### config.mk
export PLATFORM = sky130hd
export DESIGN_NAME = pll_reset_sequencer
export DESIGN_NICKNAME = d
export VERILOG_FILES = /design/src/rtl/pll_reset_sequencer.sv
export SDC_FILE = /design/constraint.sdc
export NUM_CORES = 1
export LEC_CHECK = 0
export CORE_MARGIN = 3
export CORE_UTILIZATION = 45
export CTS_BUF_LIST = sky130_fd_sc_hd__clkbuf_2 sky130_fd_sc_hd__clkbuf_4 sky130_fd_sc_hd__clkbuf_8
export DETAILED_ROUTE_END_ITERATION = 12
export GPL_TIMING_DRIVEN = 0
export HOLD_SLACK_MARGIN = 0.1
export PLACE_DENSITY_LB_ADDON = 0.05
export SYNTH_ARGS = -nofsm -noshare
export SYNTH_HDL_FRONTEND = slang
export SYNTH_SLANG_ARGS = --single-unit
### constraint.sdc
create_clock -name clk_25mhz -period 4.3 [get_ports clk_25mhz]
set_clock_uncertainty 0.05 [all_clocks]
set_input_delay 0.86 -clock clk_25mhz [delete_from_list [all_inputs] [get_ports clk_25mhz]]
set_output_delay 0.86 -clock clk_25mhz [all_outputs]
set_load 0.01 [all_outputs]
### src/rtl/pll_reset_sequencer.sv
// PLL bring-up sequencer: pulses PLL reset, waits for a stable lock, then releases the downstream reset.
// Optional macro PLL_LOSS_COUNT_EN enables the saturating loss_count register (otherwise loss_count is tied to 0).
module pll_reset_sequencer #(
    parameter int PLL_RST_CYCLES      = 16,
    parameter int LOCK_TIMEOUT_CYCLES = 25000,
    parameter int LOCK_STABLE_CYCLES  = 250,
    parameter int MAX_RETRIES         = 3
) (
    input  logic       clk_25mhz,
    input  logic       rst_n,
    input  logic       pll_locked,
    input  logic       restart,
    output logic       pll_rst,
    output logic       sys_rst_n,
    output logic       ready,
    output logic       fault,
    output logic [7:0] loss_count
);

    localparam int MAX_A = (PLL_RST_CYCLES > LOCK_TIMEOUT_CYCLES) ? PLL_RST_CYCLES : LOCK_TIMEOUT_CYCLES;
    localparam int MAX_T = (MAX_A > LOCK_STABLE_CYCLES) ? MAX_A : LOCK_STABLE_CYCLES;
    localparam int CNT_W = (MAX_T > 1) ? $clog2(MAX_T) : 1;
    localparam int RTY_W = (MAX_RETRIES > 0) ? $clog2(MAX_RETRIES + 1) : 1;

    localparam logic [CNT_W-1:0] RST_LAST     = CNT_W'(PLL_RST_CYCLES - 1);
    localparam logic [CNT_W-1:0] TIMEOUT_LAST = CNT_W'(LOCK_TIMEOUT_CYCLES - 1);
    // The WAIT_LOCK sample that enters STABLE already counts as the first locked cycle.
    localparam logic [CNT_W-1:0] STABLE_LAST  =
        CNT_W'((LOCK_STABLE_CYCLES >= 2) ? LOCK_STABLE_CYCLES - 2 : 0);
    localparam logic [RTY_W-1:0] RTY_MAX      = RTY_W'(MAX_RETRIES);

    typedef enum logic [2:0] {
        RESET_PLL,
        WAIT_LOCK,
        STABLE,
        RUN,
        FAULT
    } state_t;

    state_t            state, state_nx;
    logic [CNT_W-1:0]  cnt, cnt_nx;
    logic [RTY_W-1:0]  retries, retries_nx;
    logic              sync_p0;
    logic              lock_s;

    always_comb begin
        state_nx   = state;
        cnt_nx     = cnt + CNT_W'(1);
        retries_nx = retries;
        case (state)
            RESET_PLL: begin
                if (cnt == RST_LAST) begin
                    state_nx = WAIT_LOCK;
                    cnt_nx   = '0;
                end
            end
            WAIT_LOCK: begin
                if (lock_s) begin
                    state_nx = STABLE;
                    cnt_nx   = '0;
                end else if (cnt == TIMEOUT_LAST) begin
                    cnt_nx = '0;
                    if (retries < RTY_MAX) begin
                        state_nx   = RESET_PLL;
                        retries_nx = retries + RTY_W'(1);
                    end else begin
                        state_nx = FAULT;
                    end
                end
            end
            STABLE: begin
                if (!lock_s) begin
                    state_nx = WAIT_LOCK;
                    cnt_nx   = '0;
                end else if (cnt == STABLE_LAST) begin
                    state_nx = RUN;
                    cnt_nx   = '0;
                end
            end
            RUN: begin
                cnt_nx = '0;
                if (!lock_s) begin
                    state_nx   = RESET_PLL;
                    retries_nx = '0;
                end
            end
            FAULT: begin
                cnt_nx = '0;
                if (restart) begin
                    state_nx   = RESET_PLL;
                    retries_nx = '0;
                end
            end
            default: begin
                state_nx = RESET_PLL;
                cnt_nx   = '0;
            end
        endcase
    end

    // Outputs are decoded from the next state so they stay registered and aligned with state.
    always_ff @(posedge clk_25mhz) begin
        if (!rst_n) begin
            state     <= RESET_PLL;
            cnt       <= '0;
            retries   <= '0;
            sync_p0   <= 1'b0;
            lock_s    <= 1'b0;
            pll_rst   <= 1'b1;
            sys_rst_n <= 1'b0;
            ready     <= 1'b0;
            fault     <= 1'b0;
        end else begin
            sync_p0   <= pll_locked;
            lock_s    <= sync_p0;
            state     <= state_nx;
            cnt       <= cnt_nx;
            retries   <= retries_nx;
            pll_rst   <= (state_nx == RESET_PLL) || (state_nx == FAULT);
            sys_rst_n <= (state_nx == RUN);
            ready     <= (state_nx == RUN);
            fault     <= (state_nx == FAULT);
        end
    end

`ifdef PLL_LOSS_COUNT_EN
    function automatic logic [7:0] sat_inc8(input logic [7:0] v);
        return (v == 8'hFF) ? v : v + 8'd1;
    endfunction

    logic [7:0] loss_q;

    always_ff @(posedge clk_25mhz) begin
        if (!rst_n) begin
            loss_q <= '0;
        end else if ((state == RUN) && !lock_s) begin
            loss_q <= sat_inc8(loss_q);
        end
    end

    assign loss_count = loss_q;
`else
    assign loss_count = 8'd0;
`endif

endmodule

Word-level counts from Yosys, hierarchy flattened
Cells that the tools add are included.
{"block": "totals", "register_bits": 25, "in_bits": 4, "out_inout_bits": 12, "elab_cells": 51}
{"block": "classes", "add_sub_neg": 2, "magnitude_cmp": 1, "n_eq_ne": 14, "n_mux": 21, "n_reduce_logical": 5}
{"cell": "2-to-1 mux 15 bit", "n": 5}
{"cell": "one-hot mux 15 bit (3 select lines)", "n": 1}
{"cell": "2-to-1 mux 3 bit", "n": 8}
{"cell": "adder 15 x 1 -> 15 bit (second input constant)", "n": 1}
{"cell": "equality test 15 bit (second input constant)", "n": 1}
{"cell": "equality test 15 x 4 -> 1 bit (second input constant)", "n": 1}
{"cell": "equality test 15 x 8 -> 1 bit (second input constant)", "n": 1}
{"cell": "one-hot mux 3 bit (5 select lines)", "n": 1}
{"cell": "2-to-1 mux 2 bit", "n": 5}
{"cell": "inequality test 2 bit (second input constant)", "n": 5}
{"cell": "equality test 3 x 2 -> 1 bit (second input constant)", "n": 3}
{"cell": "equality test 3 bit (second input constant)", "n": 2}
{"cell": "zero test 3 bit", "n": 2}
{"cell": "one-hot mux 2 bit (3 select lines)", "n": 1}
{"cell": "AND reduction 6 bit", "n": 1}
{"cell": "equality test 3 x 1 -> 1 bit (second input constant)", "n": 1}
{"cell": "nonzero test 3 bit", "n": 1}
{"cell": "adder 2 x 1 -> 2 bit (second input constant)", "n": 1}
{"cell": "less-than comparator 2 bit (second input constant)", "n": 1}
{"cell": "logical OR 1 bit", "n": 1}

Logic depth before layout (Yosys ltp)
Gate-level depths: netlist of run 1.
{"block": "logic_depth", "word_depth": 7, "mapped_depth": 7, "ltp_nobuf": 6}

Worst setup path before layout of run 1
OpenSTA, ideal clock, no wires.
{"block": "synth_timing", "path_kind": "input port to flip-flop", "from": "input rst_n", "to": "register cnt[0]", "setup_ns": 0.070, "t_arrival_ns": 1.830, "t_required_ns": 4.180, "setup_slack_ns": 2.351, "cell_stages": 5, "path_cell_list": "clkbuf_1 -> nor2b_1 -> nand4_1 -> buf_2 -> a21oi_1"}
{"element": "start, declared", "line_no": "10", "text": "input logic rst_n,"}
{"element": "end signal, assigned", "line_no": "117", "text": "cnt <= cnt_nx;"}
{"element": "end, declared", "line_no": "41", "text": "logic [CNT_W-1:0] cnt, cnt_nx;"}

==> metrics.txt, run 1 <==
# TYPE chip_impl_metric gauge
chip_impl_info{name="result_of_the_run",value="finished, final reports clean"} 1
chip_impl_metric{name="coreArea",unit="mm^2"} 0.00283
chip_impl_info{name="worst_r2r_endpoint",value="cnt[0]"} 1
chip_impl_metric{name="cts_sinks",unit=""} 25
chip_impl_metric{name="report.power.total",unit="uW"} 366
chip_impl_metric{name="yosys.cell_types.count",unit=""} 51
chip_impl_metric{name="fin_tns_setup",unit="ns"} 0
chip_impl_metric{name="area_delta_synth_final",unit="%"} 11.8
chip_impl_metric{name="detailed_place.area",unit="mm^2"} 0.00151
chip_impl_metric{name="setup_bufs_post_cts",unit=""} 0
chip_impl_metric{name="grt_start_max_net_pins",unit=""} 15
chip_impl_metric{name="clk_latency",unit="ns"} 0.31
chip_impl_metric{name="grtUsageTotal",unit=""} 0.157
chip_impl_metric{name="worst-endpoint-required",unit="ns"} 4.51
chip_impl_info{name="critical_path.endpoint",value="cnt[2]"} 1
chip_impl_metric{name="layout.core_utilization",unit=""} 0.544
chip_impl_metric{name="initial_antenna_violation_count",unit=""} 0
chip_impl_metric{name="fin_crit",unit="ns"} 2.45
chip_impl_info{name="holdCritPathClass",value="flip-flop to flip-flop"} 1
chip_impl_metric{name="dr_total_vias",unit=""} 1123
chip_impl_info{name="yosys_most_used_dff",value="sky130_fd_sc_hd__dfxtp_1"} 1
chip_impl_metric{name="cts-buffers-inserted",unit=""} 3
chip_impl_metric{name="htree_levels",unit=""} 1
chip_impl_metric{name="first_pass_grt_wire_length",unit="mm"} 4.48
chip_impl_info{name="path_delay_family",value="buffers and inverters"} 1
chip_impl_metric{name="placed_cells",unit=""} 197
chip_impl_metric{name="critical_path_arrival",unit="ns"} 2.65
chip_impl_metric{name="fin_nets",unit=""} 178
chip_impl_info{name="timing.critical_path.slowest_stage_cell",value="sky130_fd_sc_hd__clkdlybuf4s50_1"} 1
chip_impl_metric{name="die-area",unit="mm^2"} 0.00376
chip_impl_info{name="cts_root_buf",value="sky130_fd_sc_hd__clkbuf_4"} 1
chip_impl_metric{name="cts.clk_slew.worst_paths",unit="ns"} 0.13
chip_impl_metric{name="port_buffers",unit=""} 7
chip_impl_metric{name="drt-vias-per-instance",unit=""} 5.59
chip_impl_metric{name="globalRoute.totalOverflow",unit=""} 0
chip_impl_metric{name="timing_hold_violations_final",unit=""} 0
chip_impl_metric{name="core.rowCount",unit=""} 19
chip_impl_info{name="worstPathCellList",value="clkdlybuf4s50_1 -> clkbuf_1 -> nor2b_1 -> nand4_1 -> buf_2 -> a21oi_1"} 1
chip_impl_metric{name="drt-wirelength-per-cell",unit="um"} 13.3
chip_impl_metric{name="clock_path_buffers",unit=""} 2
chip_impl_metric{name="fp.dieW",unit="um"} 61.3
chip_impl_metric{name="postSynthAreaPerCell",unit="um^2"} 9.05
chip_impl_metric{name="initial_utilization",unit=""} 0.487
chip_impl_metric{name="leakage_power",unit="nW"} 0.584
chip_impl_metric{name="insertedDiodeCount",unit=""} 0
chip_impl_metric{name="final.period_utilization",unit=""} 0.569
chip_impl_metric{name="ios",unit=""} 16
chip_impl_info{name="rsz0062_at_grt",value="no"} 1
chip_impl_metric{name="cts.repair.resized",unit=""} 0
chip_impl_metric{name="number_of_enable_type_register_cells_in_the_synthesized_netlist",unit=""} 0
chip_impl_metric{name="crit_cells",unit=""} 6
chip_impl_metric{name="cpPeakStageDelay",unit="ns"} 0.47
chip_impl_metric{name="max_freq",unit="MHz"} 409
chip_impl_info{name="reg2reg_from",value="cnt[0]"} 1
chip_impl_metric{name="power.density_cell_area",unit="mW/mm^2"} 238
chip_impl_metric{name="finalMaxSlewViolations",unit=""} 0
chip_impl_metric{name="layout.cell_area.non_filler",unit="mm^2"} 0.00154
chip_impl_metric{name="synth.ff_latch_count",unit=""} 25
chip_impl_metric{name="drt_iter0_drc",unit=""} 43
chip_impl_metric{name="drcViolationCount",unit=""} 0
chip_impl_metric{name="total_wire_length_after_detailed_routing",unit="mm"} 2.67
chip_impl_info{name="timing.critical_path.from_type",value="input port"} 1
chip_impl_metric{name="mappedNetlistArea",unit="mm^2"} 0.00138
chip_impl_info{name="tritoncts_clock_tree",value="yes"} 1
chip_impl_info{name="crit_path_start",value="rst_n"} 1
chip_impl_metric{name="post_route_cells_drive_above_1_share",unit=""} 0.176
chip_impl_metric{name="worst-path-max-fanout",unit=""} 10
chip_impl_metric{name="ctsHoldBuffers",unit=""} 0
chip_impl_metric{name="route.antenna.remaining_nets",unit=""} 0
chip_impl_metric{name="global_placement_routability_congestion",unit=""} 0.834
chip_impl_metric{name="setup-violations-final",unit=""} 0
chip_impl_metric{name="fin_cells",unit=""} 201
chip_impl_metric{name="irDropWorstVdd",unit="V"} 0.000226
chip_impl_info{name="critPathCaptureType",value="flip-flop"} 1
chip_impl_metric{name="synth-async-reset-ratio",unit=""} 0
chip_impl_metric{name="place.detailed.hpwl",unit="mm"} 2.07
chip_impl_metric{name="r2r_slack",unit="ns"} 2.27
chip_impl_metric{name="syn_inst",unit=""} 152
chip_impl_metric{name="detailedRoute.firstPassIterationCount",unit=""} 4
chip_impl_metric{name="timing.max_cap.violations",unit=""} 0
chip_impl_metric{name="worst_r2r_path_depth",unit=""} 6
chip_impl_metric{name="yosys_warnings",unit=""} 0
chip_impl_metric{name="vias_in_the_first_global_route",unit=""} 1008
chip_impl_info{name="hold_start",value="sync_p0"} 1
chip_impl_info{name="setup.worst_path.class",value="input port to flip-flop"} 1
chip_impl_metric{name="critical_path_buf_inv_count",unit=""} 3
chip_impl_metric{name="ys_seq_area_frac",unit=""} 0.364
chip_impl_metric{name="die_y",unit="um"} 61.3
## cell families after synthesis
logic type,count (synthesis),synth area share
flip-flops,25,0.364
multiplexers,2,0.0145
AO/OA/AOI/OAI,31,0.156
adder cells (fa/ha/maj),3,0.0273
buffers and inverters,21,0.0882
XOR/XNOR,11,0.0700
AND/OR/NAND/NOR,58,0.277
other,1,0.00272
## layout by cell type, fill, tap and decap left out, types with 2 or more instances in the layout
cell type / synthesis / layout
sky130_fd_sc_hd__nand3_1: 4 / 4
sky130_fd_sc_hd__and3b_1: 2 / 2
sky130_fd_sc_hd__nand2b_1: 2 / 2
sky130_fd_sc_hd__and3_1: 2 / 2
sky130_fd_sc_hd__a21oi_1: 14 / 14
sky130_fd_sc_hd__mux2i_1: 2 / 2
sky130_fd_sc_hd__nor2_1: 5 / 5
sky130_fd_sc_hd__or3_1: 3 / 3
sky130_fd_sc_hd__and4_1: 2 / 2
sky130_fd_sc_hd__and2_1: 2 / 2
sky130_fd_sc_hd__o21ai_0: 2 / 2
sky130_fd_sc_hd__conb_1: 1 / 8
sky130_fd_sc_hd__clkbuf_1: 2 / 2
sky130_fd_sc_hd__and3_2: 2 / 2
sky130_fd_sc_hd__clkbuf_4: 0 / 3
sky130_fd_sc_hd__clkdlybuf4s50_1: 0 / 7
sky130_fd_sc_hd__ha_1: 3 / 3
sky130_fd_sc_hd__buf_2: 4 / 4
sky130_fd_sc_hd__nand2_1: 11 / 11
sky130_fd_sc_hd__dfxtp_1: 25 / 25
sky130_fd_sc_hd__o211a_1: 2 / 2
sky130_fd_sc_hd__xor2_1: 6 / 6
sky130_fd_sc_hd__buf_4: 10 / 10
sky130_fd_sc_hd__nor4_1: 2 / 2
sky130_fd_sc_hd__inv_1: 5 / 5
sky130_fd_sc_hd__xnor2_1: 5 / 5
sky130_fd_sc_hd__nor3_1: 3 / 3
sky130_fd_sc_hd__nand4_1: 6 / 6
## worst min path at each step
stage,cells past startpoint,slack [ns],end
finish,1,0.41,lock_s
global placement,1,0.37,lock_s
CTS,1,0.41,lock_s
global route,1,0.43,lock_s
floorplan,1,0.36,lock_s
detailed placement,1,0.38,lock_s
## state kept, by name (all words and copies together), names as in the netlist
signal / flops
cnt: 15
fault: 1
lock_s: 1
pll_rst: 1
ready: 1
retries: 2
state: 3
sync_p0: 1
## per-stage QoR
step	setup WS (ns)	hold WS (ns)
after floorplan	2.35	0.362
after global placement	1.58	0.367
after detailed placement	1.53	0.380
after CTS	1.88	0.413
after global routing	1.70	0.434
final	1.85	0.408
## routing by layer
metal | track usage | vias up | wire [um]
met3 | 0.0482 | 2 | 151
met5 | 0 | - | 0
met4 | 0.0402 | 0 | 17
met2 | 0.231 | 34 | 1190
li1 | - | 571 | -
met1 | 0.222 | 516 | 1310
## report_power, final
part / switching (mW) / internal, mW / leakage (nW) / total [mW]
Clock: 0.0669 / 0.0348 / 0.0177 / 0.102
Combinational: 0.0130 / 0.0130 / 0.364 / 0.0261
Sequential: 0.00369 / 0.235 / 0.202 / 0.239
## Yosys cell counts, types with 2 or more instances
cell | number | area share
sky130_fd_sc_hd__xor2_1 | 6 | 0.038
sky130_fd_sc_hd__nor2_1 | 5 | 0.014
sky130_fd_sc_hd__nor4_1 | 2 | 0.0091
sky130_fd_sc_hd__o211a_1 | 2 | 0.015
sky130_fd_sc_hd__nor3_1 | 3 | 0.011
sky130_fd_sc_hd__ha_1 | 3 | 0.027
sky130_fd_sc_hd__and3b_1 | 2 | 0.013
sky130_fd_sc_hd__nand2_1 | 11 | 0.030
sky130_fd_sc_hd__buf_2 | 4 | 0.015
sky130_fd_sc_hd__buf_4 | 10 | 0.055
sky130_fd_sc_hd__and4_1 | 2 | 0.013
sky130_fd_sc_hd__inv_1 | 5 | 0.014
sky130_fd_sc_hd__mux2i_1 | 2 | 0.015
sky130_fd_sc_hd__nand4_1 | 6 | 0.027
sky130_fd_sc_hd__nand2b_1 | 2 | 0.0091
sky130_fd_sc_hd__and3_1 | 2 | 0.0091
sky130_fd_sc_hd__dfxtp_1 | 25 | 0.36
sky130_fd_sc_hd__and3_2 | 2 | 0.011
sky130_fd_sc_hd__o21ai_0 | 2 | 0.0073
sky130_fd_sc_hd__xnor2_1 | 5 | 0.032
sky130_fd_sc_hd__and2_1 | 2 | 0.0091
sky130_fd_sc_hd__or3_1 | 3 | 0.014
sky130_fd_sc_hd__clkbuf_1 | 2 | 0.0055
sky130_fd_sc_hd__nand3_1 | 4 | 0.015
sky130_fd_sc_hd__a21oi_1 | 14 | 0.051
## cell type report
class | instances | area, um^2
plain buffers | 16 | 103
clock buffers | 3 | 22.5
clock inverters | 1 | 5.00
fillers | 271 | 1290
inverters | 5 | 18.8
multi-input cells | 113 | 781
flip-flops and latches | 25 | 500
well taps | 31 | 38.8
repair buffers | 7 | 70.1
## worst register-to-register path: cells and delay by family (launching register included)
| family | cells | cell delay, ns |
|---|---|---|
| AOI/OAI and AO/OA | 2 | 0.54 |
| adders and majority gates | 1 | 0.24 |
| DFF | 1 | 0.42 |
| and+or+nand+nor | 2 | 0.44 |
| buffers and inverters | 1 | 0.25 |
No activity file was read; power rests on OpenSTA's default activity.
==> run 2, diff against run 1 <==
Clock period 4.3 ns to 2.2 ns, I/O delays scaled along.
==> results of run 2 <==
The final DEF is identical to that of run 1. Status: finished, final reports clean.
Main changes from that run: setup slack after placement 1.53 ns -> -0.149 ns; setup slack after layout 1.85 ns -> 0.167 ns; start point of the critical path rst_n -> cnt[0]; end point of the critical path cnt[2] -> cnt[0]; register-to-register setup slack 2.27 ns -> 0.17 ns; total power 0.366 mW -> 0.716 mW; worst IR drop on VDD 0.000226 V -> 0.000441 V
==> variant 1 (flow settings as in run 2) <==
Re-encode `state_t` (5 states) as Gray code, 3 bits wide.
--- a/src/rtl/pll_reset_sequencer.sv
+++ b/src/rtl/pll_reset_sequencer.sv
@@ -30,11 +30,11 @@
     localparam logic [RTY_W-1:0] RTY_MAX      = RTY_W'(MAX_RETRIES);
 
     typedef enum logic [2:0] {
-        RESET_PLL,
-        WAIT_LOCK,
-        STABLE,
-        RUN,
-        FAULT
+        RESET_PLL = 3'b000,
+        WAIT_LOCK = 3'b001,
+        STABLE    = 3'b011,
+        RUN       = 3'b010,
+        FAULT     = 3'b110
     } state_t;
 
     state_t            state, state_nx;
Check against the original RTL: no difference found for any inputs over 10 cycles, from zero or initial values and one cycle with rst_n low; not proved beyond that.
==> variant 1 against run 2 <==
First-iteration DRC count down 4.7%; hold slack worse by 6.9 ps; power up 3.3%; worst setup slack worse by 47 ps; utilization up 0.46 points; count of clock-buffer cells in the layout up 1; sequential cell count unchanged; area after synthesis down 2.1%; maximum frequency down 2.3%; via count down 3.0%; design area unchanged; global-route usage up 0.35 points; wire length down 4.7%; critical path type unchanged; largest power group unchanged; highest routed layer unchanged.
==> variant 1: results (changes against run 2) <==
[metrics] share of post-route cells with drive strength above 1: 21.8% (+4.1 points)
[metrics] xor-xnor portion of the synthesized cell area: 8.45% (+1.4 points)
[metrics] post-synthesis adder-cell area fraction: 2.79% (+0.058 points)
[metrics] start point of the critical path: cnt[9]$_SDFF_PN0_
[metrics] Crit path arrival time: 2270 ps (+70 ps)
[metrics] first-pass GRT wire length: 4510 um (+0.76%)
[metrics] setup slack on the worst flop-to-flop path: 120 ps (-50 ps)
[metrics] overall track demand over capacity in global routing: 16.0% (+0.35 points)
[metrics] final core utilization: 54.9% (+0.46 points)
[metrics] Worst Reg-to-Reg Cells: 5 (-1)
[metrics] cell family with most CP delay: simple AND/OR/NAND/NOR gates
[metrics] status: finished, final reports clean
[metrics] First DRT Iteration DRCs: 41 (-4.7%)
[metrics] synth top area cells: sky130_fd_sc_hd__dfxtp_1 37%, sky130_fd_sc_hd__buf_4 6.7%, sky130_fd_sc_hd__nor2_1 5.6%, sky130_fd_sc_hd__xnor2_1 4.5%, sky130_fd_sc_hd__xor2_1 3.9%
[metrics] portion of netlist area occupied by mux cells: 0% (-1.5 points)
[metrics] source-to-sink clock delay at the later pin of the worst-skew pair: 330 ps (+20 ps)
[metrics] global-route track usage on met2: 24.7% (+1.6 points)
[metrics] wire length on met3: 98 um (-35%)
[metrics] Logic pwr share: 6.8% (-0.3 points)
[metrics] Placed Instance Area: 1480 sq um (-1.9%)
[metrics] vias in the first global route: 1037 (+2.9%)
[metrics] final critical-path required period: 2080 ps (+47.4 ps)
[metrics] number of distinct library cells after synthesis: 42 (-18%)
[metrics] leakage power figure: 0.615 nW (+5.3%)
[metrics] worst-path cell with the longest stage delay: sky130_fd_sc_hd__or4_4
[metrics] fraction of the yosys area taken by sequential cells: 37.1% (+0.78 points)
[metrics] highest cell delay on the worst timing path: 590 ps (+130 ps)
[metrics] cell types with the highest counts after synthesis: 25 x sky130_fd_sc_hd__dfxtp_1, 20 x sky130_fd_sc_hd__nor2_1, 12 x sky130_fd_sc_hd__buf_4, 11 x sky130_fd_sc_hd__nand2_1
[metrics] total routed wirelength: 2550 um (-4.7%)
==> variant 1: cell types whose count changed in the layout (fill, tap and decap cells not counted), sizes merged, moves of 3 or more <==
cell	delta
a21oi	-13
and2	+3
or3b	+3
nand4	-3
nor2	+15
==> variant 1: area by class of cell <==
cell class	count	share of cell area [%]
Multi-Input combinational cell	113	48.0
Sequential cell	25	32.5
Buffer	15	8.78
Timing Repair Buffer	8	5.04
Tap cell	31	2.52
Clock buffer	4	1.95
Inverter	5	1.22
==> variant 1: cells by family after synthesis <==
family | Yosys count
simple gates | 76
xor+xnor | 13
fa+ha+maj | 3
buf+inv | 20
other cells | 1
compound gates | 13
flops | 25
==> variant 1: metrics by stage <==
| stage | std cells | TNS, ps | hold slack [ps] |
|---|---|---|---|
| 6_report | 201 | 0 | 401 |
| 5_1_grt | 201 | 0 | 423 |
| 4_1_cts | 200 | 0 | 405 |
| 3_5_place_dp | 196 | -34.0 | 373 |
| 3_3_place_gp | 196 | -118 | 364 |
| 2_1_floorplan | 158 | 0 | 362 |
==> variant 2 (settings of run 2) <==
Made on the original files. Build with the macro `PLL_LOSS_COUNT_EN` defined.
--- a/src/rtl/pll_reset_sequencer.sv
+++ b/src/rtl/pll_reset_sequencer.sv
@@ -1,5 +1,7 @@
 // PLL bring-up sequencer: pulses PLL reset, waits for a stable lock, then releases the downstream reset.
 // Optional macro PLL_LOSS_COUNT_EN enables the saturating loss_count register (otherwise loss_count is tied to 0).
+`define PLL_LOSS_COUNT_EN
+
 module pll_reset_sequencer #(
     parameter int PLL_RST_CYCLES      = 16,
     parameter int LOCK_TIMEOUT_CYCLES = 25000,
Formal check against the unedited RTL: same outputs for any inputs over 10 cycles, from zero or initial values and one cycle with rst_n low; that may be too few to reach the edited logic, so the function may still have changed.
==> variant 2 against run 2 <==
Area after synthesis increased by 20%; worst setup slack better by 7.5 ps; critical path type unchanged; design area rose by 27%; final cell count up 22%; sequential power up 31%; via count is 23% higher; sequential share of layout area is 1.2 points higher; power rose by 59%; wire length up 31%; non-clock buffer count unchanged; largest cell class unchanged; sequential cell count is 8 higher.
==> variant 2: results (changes against run 2) <==
[metrics] status: finished, final reports clean
[metrics] CTS root buf: sky130_fd_sc_hd__clkbuf_8
[metrics] pre-CTS worst setup slack: 72.5 ps (+221 ps)
[metrics] DRT met1 WL: 1610 um (+23%)
[metrics] xor-xnor portion of the synthesized cell area: 8.49% (+1.5 points)
[metrics] First DRT Iteration DRCs: 124 (+190%)
[metrics] flop and latch count out of synthesis: 33 (+32%)
[metrics] Final HPWL DP: 2550 um (+23%)
[metrics] Crit path arrival time: 2140 ps (-60 ps)
[metrics] multi-input combinational cell count: 129 (+14%)
[metrics] count of mapped cells out of synthesis: 176 (+16%)
[metrics] portion of netlist area occupied by mux cells: 3.03% (+1.6 points)
[metrics] cell types with the highest counts after synthesis: 33 x sky130_fd_sc_hd__dfxtp_1, 15 x sky130_fd_sc_hd__a21oi_1, 12 x sky130_fd_sc_hd__nand3_1, 11 x sky130_fd_sc_hd__nor2_1, 10 x sky130_fd_sc_hd__nand2_1
[metrics] Inst Count DP: 237 (+20%)
[metrics] synth top area cells: sky130_fd_sc_hd__dfxtp_1 40%, sky130_fd_sc_hd__a21oi_1 4.5%, sky130_fd_sc_hd__xnor2_1 4.2%, sky130_fd_sc_hd__xor2_1 4.2%, sky130_fd_sc_hd__nand3_1 3.6%
[metrics] source-to-sink clock delay at the later pin of the worst-skew pair: 280 ps (-30 ps)
[metrics] met1 Track Usage GR: 23.2% (+1.0 points)
[metrics] area fraction in compound gates after synthesis: 15.5% (-0.094 points)
[metrics] register fraction of the total cell area: 33.7% (+1.2 points)
[metrics] Vias/cell: 5.62 (+0.60%)
[metrics] count of non-filler cells in the finished layout: 245 (+22%)
[metrics] clock network share of area: 5.17% (+3.4 points)
[metrics] total length of routed met2 wires: 1730 um (+45%)
[metrics] clock transition at the register clock pins on the worst setup and hold paths after CTS: 70 ps (-60 ps)
[metrics] final net count: 206 (+16%)
[metrics] met3 Usage GRT: 5.73% (+0.91 points)
[metrics] total of clock buffers placed in the layout: 7 (+4)
[metrics] wire length on met3: 134 um (-11%)
[metrics] Placed Instance Area: 1860 sq um (+23%)
==> variant 2: cell count changes in the layout (fill, tap and decap cells not counted), sizes merged, moves of 4 or more <==
cell           change
nor2               +6
or3                -4
nand3              +7
conb               -8
dfxtp              +8
clkdlybuf4s50      +8
buf                -7
==> variant 2: report_power, final <==
group | total, mW | internal (mW) | leakage, nW | switching, mW
combinational | 0.0361 | 0.0167 | 0.379 | 0.0194
clock | 0.493 | 0.282 | 0.0542 | 0.211
sequential | 0.611 | 0.604 | 0.267 | 0.00733
==> variant 2: path summary, 6_finish.rpt <==
path	cells past startpoint	from	slack [ps]	to
setup / recovery	6	cnt[0]$_SDFF_PN0_	170	cnt[0]$_SDFF_PN0_
hold reg to reg	1	sync_p0$_SDFF_PN0_	390	lock_s$_SDFF_PN0_
setup reg to reg	6	cnt[0]$_SDFF_PN0_	170	cnt[0]$_SDFF_PN0_
hold / removal	1	sync_p0$_SDFF_PN0_	390	lock_s$_SDFF_PN0_
